$ cat src/rtl/div_rem_pkg.sv
// div_rem_pkg: shared types and constants for the iterative unsigned divider.
//   state_e                 - divider FSM states (IDLE, BUSY, DONE)
//   DIV_REM_DEFAULT_WIDTH   - default operand/result width
//   div_rem_cnt_width()     - bit width of the step counter for a given WIDTH
package div_rem_pkg;

  typedef enum logic [1:0] {
    IDLE,
    BUSY,
    DONE
  } state_e;

  localparam int unsigned DIV_REM_DEFAULT_WIDTH = 32;

  function automatic int unsigned div_rem_cnt_width(input int unsigned width);
    return $clog2(width);
  endfunction

endpackage

$ cat src/rtl/div_rem_if.sv
// div_rem_if: operand/result handshake bundle for div_rem.
//   in_valid/in_ready  - operand pair handshake, n = dividend, d = divisor
//   out_valid/out_ready - result handshake, q = quotient, r = remainder
// Modports: master (producer/consumer side), slave (the divider).
interface div_rem_if
  import div_rem_pkg::*;
#(
  parameter int unsigned WIDTH = DIV_REM_DEFAULT_WIDTH
);

  logic             in_valid;
  logic             in_ready;
  logic [WIDTH-1:0] n;
  logic [WIDTH-1:0] d;
  logic             out_valid;
  logic             out_ready;
  logic [WIDTH-1:0] q;
  logic [WIDTH-1:0] r;

  modport master (
    output in_valid, n, d, out_ready,
    input  in_ready, out_valid, q, r
  );

  modport slave (
    input  in_valid, n, d, out_ready,
    output in_ready, out_valid, q, r
  );

endinterface

$ cat src/rtl/div_rem_step.sv
// div_rem_step: one combinational restoring-division step.
//   rem      in  WIDTH+1 : partial remainder
//   n_bit    in  1       : next dividend bit (MSB first)
//   d        in  WIDTH   : divisor
//   rem_next out WIDTH+1 : partial remainder after this step
//   q_bit    out 1       : quotient bit produced by this step
module div_rem_step #(
  parameter int unsigned WIDTH = 32
) (
  input  logic [WIDTH:0]   rem,
  input  logic             n_bit,
  input  logic [WIDTH-1:0] d,
  output logic [WIDTH:0]   rem_next,
  output logic             q_bit
);

  logic [WIDTH:0] shifted;
  logic [WIDTH:0] diff;
  // The partial remainder is always < d, so its top bit never carries
  // information into the shift; it is kept only for width symmetry.
  logic           unused_rem_msb;

  assign unused_rem_msb = rem[WIDTH];

  always_comb begin
    shifted  = {rem[WIDTH-1:0], n_bit};
    diff     = shifted - {1'b0, d};
    q_bit    = (shifted >= {1'b0, d});
    rem_next = q_bit ? diff : shifted;
  end

endmodule

$ cat src/rtl/div_rem.sv
// div_rem: iterative unsigned divider, one quotient bit per cycle.
//   clk   in : clock, rising edge
//   rst_n in : synchronous reset, active-low
//   bus   slave modport of div_rem_if (n, d in; q, r out; valid/ready both ways)
// Produces q = n / d and r = n % d; d == 0 gives q = all ones, r = n.
// Latency WIDTH+1 cycles from accept to out_valid.
// Optional macro DIV_REM_EARLY_OUT_EN: d == 0 or n < d completes in 1 cycle.
module div_rem
  import div_rem_pkg::*;
#(
  parameter int unsigned WIDTH = DIV_REM_DEFAULT_WIDTH
) (
  input logic       clk,
  input logic       rst_n,
  div_rem_if.slave  bus
);

  localparam int unsigned CW = div_rem_cnt_width(WIDTH);
  localparam logic [CW-1:0] CNT_LOAD = CW'(WIDTH - 1);

  state_e           state_q, state_d;
  logic [WIDTH:0]   rem_q, rem_d;
  // Dividend shifts out of the MSB while quotient bits shift into the LSB.
  logic [WIDTH-1:0] n_shift_q, n_shift_d;
  logic [WIDTH-1:0] d_q, d_d;
  logic [CW-1:0]    cnt_q, cnt_d;
  logic [WIDTH-1:0] q_q, q_d;
  logic [WIDTH-1:0] r_q, r_d;
  logic             in_ready_q, in_ready_d;
  logic             out_valid_q, out_valid_d;

  logic [WIDTH:0]   step_rem;
  logic             step_qbit;

  div_rem_step #(
    .WIDTH (WIDTH)
  ) u_step (
    .rem      (rem_q),
    .n_bit    (n_shift_q[WIDTH-1]),
    .d        (d_q),
    .rem_next (step_rem),
    .q_bit    (step_qbit)
  );

  always_comb begin
    state_d     = state_q;
    rem_d       = rem_q;
    n_shift_d   = n_shift_q;
    d_d         = d_q;
    cnt_d       = cnt_q;
    q_d         = q_q;
    r_d         = r_q;
    in_ready_d  = in_ready_q;
    out_valid_d = out_valid_q;

    case (state_q)
      IDLE: begin
        in_ready_d = 1'b1;
        if (bus.in_valid && in_ready_q) begin
          d_d        = bus.d;
          n_shift_d  = bus.n;
          rem_d      = '0;
          cnt_d      = CNT_LOAD;
          state_d    = BUSY;
          in_ready_d = 1'b0;
`ifdef DIV_REM_EARLY_OUT_EN
          if ((bus.d == '0) || (bus.n < bus.d)) begin
            state_d     = DONE;
            out_valid_d = 1'b1;
            r_d         = bus.n;
            if (bus.d == '0) begin
              q_d = '1;
            end else begin
              q_d = '0;
            end
          end
`endif
        end
      end

      BUSY: begin
        rem_d     = step_rem;
        n_shift_d = {n_shift_q[WIDTH-2:0], step_qbit};
        cnt_d     = cnt_q - 1'b1;
        if (cnt_q == '0) begin
          state_d     = DONE;
          out_valid_d = 1'b1;
          q_d         = {n_shift_q[WIDTH-2:0], step_qbit};
          r_d         = step_rem[WIDTH-1:0];
        end
      end

      DONE: begin
        if (bus.out_ready) begin
          state_d     = IDLE;
          out_valid_d = 1'b0;
          in_ready_d  = 1'b1;
        end
      end

      default: begin
        state_d     = IDLE;
        in_ready_d  = 1'b0;
        out_valid_d = 1'b0;
      end
    endcase
  end

  always_ff @(posedge clk) begin
    if (!rst_n) begin
      state_q     <= IDLE;
      rem_q       <= '0;
      n_shift_q   <= '0;
      d_q         <= '0;
      cnt_q       <= '0;
      q_q         <= '0;
      r_q         <= '0;
      in_ready_q  <= 1'b0;
      out_valid_q <= 1'b0;
    end else begin
      state_q     <= state_d;
      rem_q       <= rem_d;
      n_shift_q   <= n_shift_d;
      d_q         <= d_d;
      cnt_q       <= cnt_d;
      q_q         <= q_d;
      r_q         <= r_d;
      in_ready_q  <= in_ready_d;
      out_valid_q <= out_valid_d;
    end
  end

  assign bus.in_ready  = in_ready_q;
  assign bus.out_valid = out_valid_q;
  assign bus.q         = q_q;
  assign bus.r         = r_q;

endmodule

$ cat src/flat_wrapper.sv
// flat-port wrapper written by rule: the top's interface ports become plain ports
module div_rem_flat import div_rem_pkg::*;
#(
  parameter int unsigned WIDTH = DIV_REM_DEFAULT_WIDTH
)
  (clk, rst_n, bus_in_valid, bus_n, bus_d, bus_out_ready, bus_in_ready, bus_out_valid, bus_q, bus_r);
  div_rem_if #(.WIDTH(WIDTH)) bus_i ();
  input logic clk;
  input logic rst_n;
  input wire logic [$bits(bus_i.in_valid)-1:0] bus_in_valid;
  input wire logic [$bits(bus_i.n)-1:0] bus_n;
  input wire logic [$bits(bus_i.d)-1:0] bus_d;
  input wire logic [$bits(bus_i.out_ready)-1:0] bus_out_ready;
  output wire logic [$bits(bus_i.in_ready)-1:0] bus_in_ready;
  output wire logic [$bits(bus_i.out_valid)-1:0] bus_out_valid;
  output wire logic [$bits(bus_i.q)-1:0] bus_q;
  output wire logic [$bits(bus_i.r)-1:0] bus_r;
  assign bus_i.in_valid = bus_in_valid;
  assign bus_i.n = bus_n;
  assign bus_i.d = bus_d;
  assign bus_i.out_ready = bus_out_ready;
  assign bus_in_ready = bus_i.in_ready;
  assign bus_out_valid = bus_i.out_valid;
  assign bus_q = bus_i.q;
  assign bus_r = bus_i.r;
  div_rem #(.WIDTH(WIDTH)) u_core (.clk(clk), .rst_n(rst_n), .bus(bus_i));
endmodule
$ cat config.mk
export PLATFORM = sky130hd
export DESIGN_NAME = div_rem_flat
export DESIGN_NICKNAME = d
export VERILOG_FILES = /design/src/rtl/div_rem_pkg.sv /design/src/rtl/div_rem_if.sv /design/src/rtl/div_rem_step.sv /design/src/rtl/div_rem.sv /design/src/flat_wrapper.sv
export SDC_FILE = /design/constraint.sdc
export NUM_CORES = 1
export LEC_CHECK = 0
export BUFFER_PORTS_ARGS = -buffer_cell sky130_fd_sc_hd__buf_2
export CORE_MARGIN = 3
export CORE_UTILIZATION = 50
export DETAILED_ROUTE_END_ITERATION = 10
export GPL_TIMING_DRIVEN = 0
export HOLD_SLACK_MARGIN = 0.12
export PLACE_DENSITY = 0.71
export SYNTH_ARGS = -nofsm -noshare
export SYNTH_HDL_FRONTEND = slang
export SYNTH_HIERARCHICAL = 1
export SYNTH_SLANG_ARGS = --single-unit
export TNS_END_PERCENT = 10
$ cat constraint.sdc
create_clock -name clk -period 6.1 [get_ports clk]
set_input_delay 0.61 -clock clk [delete_from_list [all_inputs] [get_ports clk]]
set_output_delay 0.61 -clock clk [all_outputs]
set_load 0.05 [all_outputs]
==> results.md <==
* Outcome: finished, final reports clean
* Worst-Margin Slew at 0.823 ns
* Yosys synthesis warning count at 6
* Post-route DRC at 0
* Total number of vias at 8313
* Initial core utilization at 0.514
* Reg2Reg Setup Slack at 2.87 ns
* Hold WC Path Type: in -> reg
* Clock skew at 0.0138 ns
* CTS Buffer Depth at 2
* Port Buffer Count at 132
* Max_slew headroom at 0.452
* Worst r2r dst: u_core/rem_q[30]
* DP Wirelength at 17600 um
* Mapped Nets at 1226
* WHS Endpoint: u_core/d_q[24]
* CP Data Required Time at 6.46 ns
* Worst Reg2Reg Path Length in Cells at 13
* Area growth from synthesis to layout at 17.5%
* Die height at 140 um
* First-pass GRT wire length at 39600 um
* Largest net degree at the start of global routing at 18
* Syn_area_per_cell at 8.00 um^2
* WP data arrival at 3.59 ns
* Hold path cells at 3
* Setup Buffers After CTS at 0
* Setup-failing EPs final at 0
* Worst-path fanout max at 3
* Max cap viols at 0
* CTS tree: built
* Worst r2r src: u_core/n_shift_q[31]
* Die area at 19600 um^2
* CTS buffer count at 17
* CORE AREA at 17500 um^2
* Initial antenna violation count at 1
* Hold Buf Count CTS at 0
* Synthesized area at 8990 um^2
* Total grt overflow at 0
* Post-Syn Instances at 1124
* Post-CTS Resized at 0
* Worst setup EP type: flip-flop
* Startpoint Class: flip-flop
* Root Buffer: clkbuf_16
* Die Wd at 140 um
* Fin. Hold Viols at 0
* Slew Limit Fails at 0
* Core Rows at 48
* Layout cells sized above 1 at 0.175
* RD Place Congestion at 0.912
* RSZ-0062 raised after global routing: false
* Total GRT Usage at 0.244
* DRT antenna net count at 0
* Clock sink count at 169
* NumNets Final at 1377
* # diodes at 0
* Fin crit share at 0.530
* Clk_lat worst skew at 0.44 ns
* Initial DRC count at 553
* Fin crit period at 3.23 ns
* Type of the worst setup path: reg -> reg
* Total negative setup slack at 0 ns
* Wirelength per Cell at 16.0 um
* # IOs at 134
* Overall routed net length at 24200 um
* Initial DRT Pass Iterations at 5
* Vias in the first global route at 7946
* H-tree depth at 4
* Highest clock rate at 309 MHz
* Via density at 5.49
* Clock-pin slew on the worst setup and hold paths at 0.08 ns
* Hold_sp: bus_d[24]
## flip-flops by register name, indices dropped and copies added, names as in the netlist
name                  count
u_core/cnt_q              5
u_core/rem_q             32
u_core/bus.q             32
u_core/state_q            2
u_core/bus.r             32
u_core/d_q               32
u_core/bus.out_valid      1
u_core/bus.in_ready       1
u_core/n_shift_q         32
## worst max-delay path by stage
stage | depth (start not counted) | slack, ns | start | end
3_5_place_dp | 13 | 2.92 | u_core/n_shift_q[31] | u_core/rem_q[30]
3_3_place_gp | 13 | 2.98 | u_core/n_shift_q[31] | u_core/bus.r[30]
5_1_grt | 13 | 2.58 | u_core/n_shift_q[31] | u_core/rem_q[30]
6_report | 13 | 2.87 | u_core/n_shift_q[31] | u_core/rem_q[30]
2_1_floorplan | 13 | 3.49 | u_core/n_shift_q[31] | u_core/bus.r[30]
4_1_cts | 13 | 2.90 | u_core/n_shift_q[31] | u_core/rem_q[30]
## critical path: stages, from the launching register on
cell,delay [ns]
dfxtp_1,0.36
inv_1,0.05
ha_1,0.22
fa_1,0.40
nand2b_1,0.18
a21oi_1,0.22
o21ai_0,0.23
o41a_1,0.38
a31oi_1,0.27
o21ai_0,0.19
mux2i_1,0.15
a31oi_1,0.28
nand2_1,0.09
a21oi_1,0.14
## metrics by stage
stage | instance area [um^2] | cells | util | setup WS [ns] | hold WS (ns)
after floorplan | 8990 | 1124 | - | 3.49 | 0.436
after global routing | 10600 | 1513 | 0.604 | 2.58 | 0.405
after detailed placement | 9930 | 1481 | 0.568 | 2.92 | 0.444
after global placement | 9930 | 1481 | 0.568 | 2.98 | 0.439
final | 10600 | 1513 | 0.604 | 2.87 | 0.399
after CTS | 10600 | 1513 | 0.604 | 2.90 | 0.393
## final cells by class
type                            count  area [um^2]
Inverter                           52          195
Tap cell                          225          282
Fill cell                        1651         6920
Clock inverter                     14          199
Timing Repair Buffer              132          661
Multi-Input combinational cell    818         4950
Buffer                             85          463
Sequential cell                   169         3380
Clock buffer                       18          429
## per-layer routing
metal | GRT usage | vias up | wire length [um]
met5 | 0 | - | 13
met1 | 0.318 | 3877 | 10900
met2 | 0.408 | 235 | 11400
met4 | 0.0699 | 2 | 355
met3 | 0.0536 | 30 | 1530
li1 | - | 4169 | -
## cells in the final DEF, fill, tap and decap left out, types with 8 or more instances in the layout
| cell | instances |
|---|---|
| ha_1 | 33 |
| nand4_1 | 8 |
| a21o_1 | 15 |
| mux2i_1 | 65 |
| dfxtp_1 | 169 |
| xor2_1 | 13 |
| buf_6 | 12 |
| a22oi_1 | 32 |
| a21oi_1 | 152 |
| inv_1 | 52 |
| nand2_1 | 247 |
| o21ai_0 | 15 |
| buf_2 | 147 |
| nor2_1 | 38 |
| nand3_1 | 74 |
| clkbuf_1 | 47 |
| nor3_1 | 14 |
| clkbuf_16 | 17 |
| xnor2_1 | 12 |
Power is left out: the tool's default activity adds up to more than one toggle a clock period on the data nets, which glitch-free logic cannot reach.
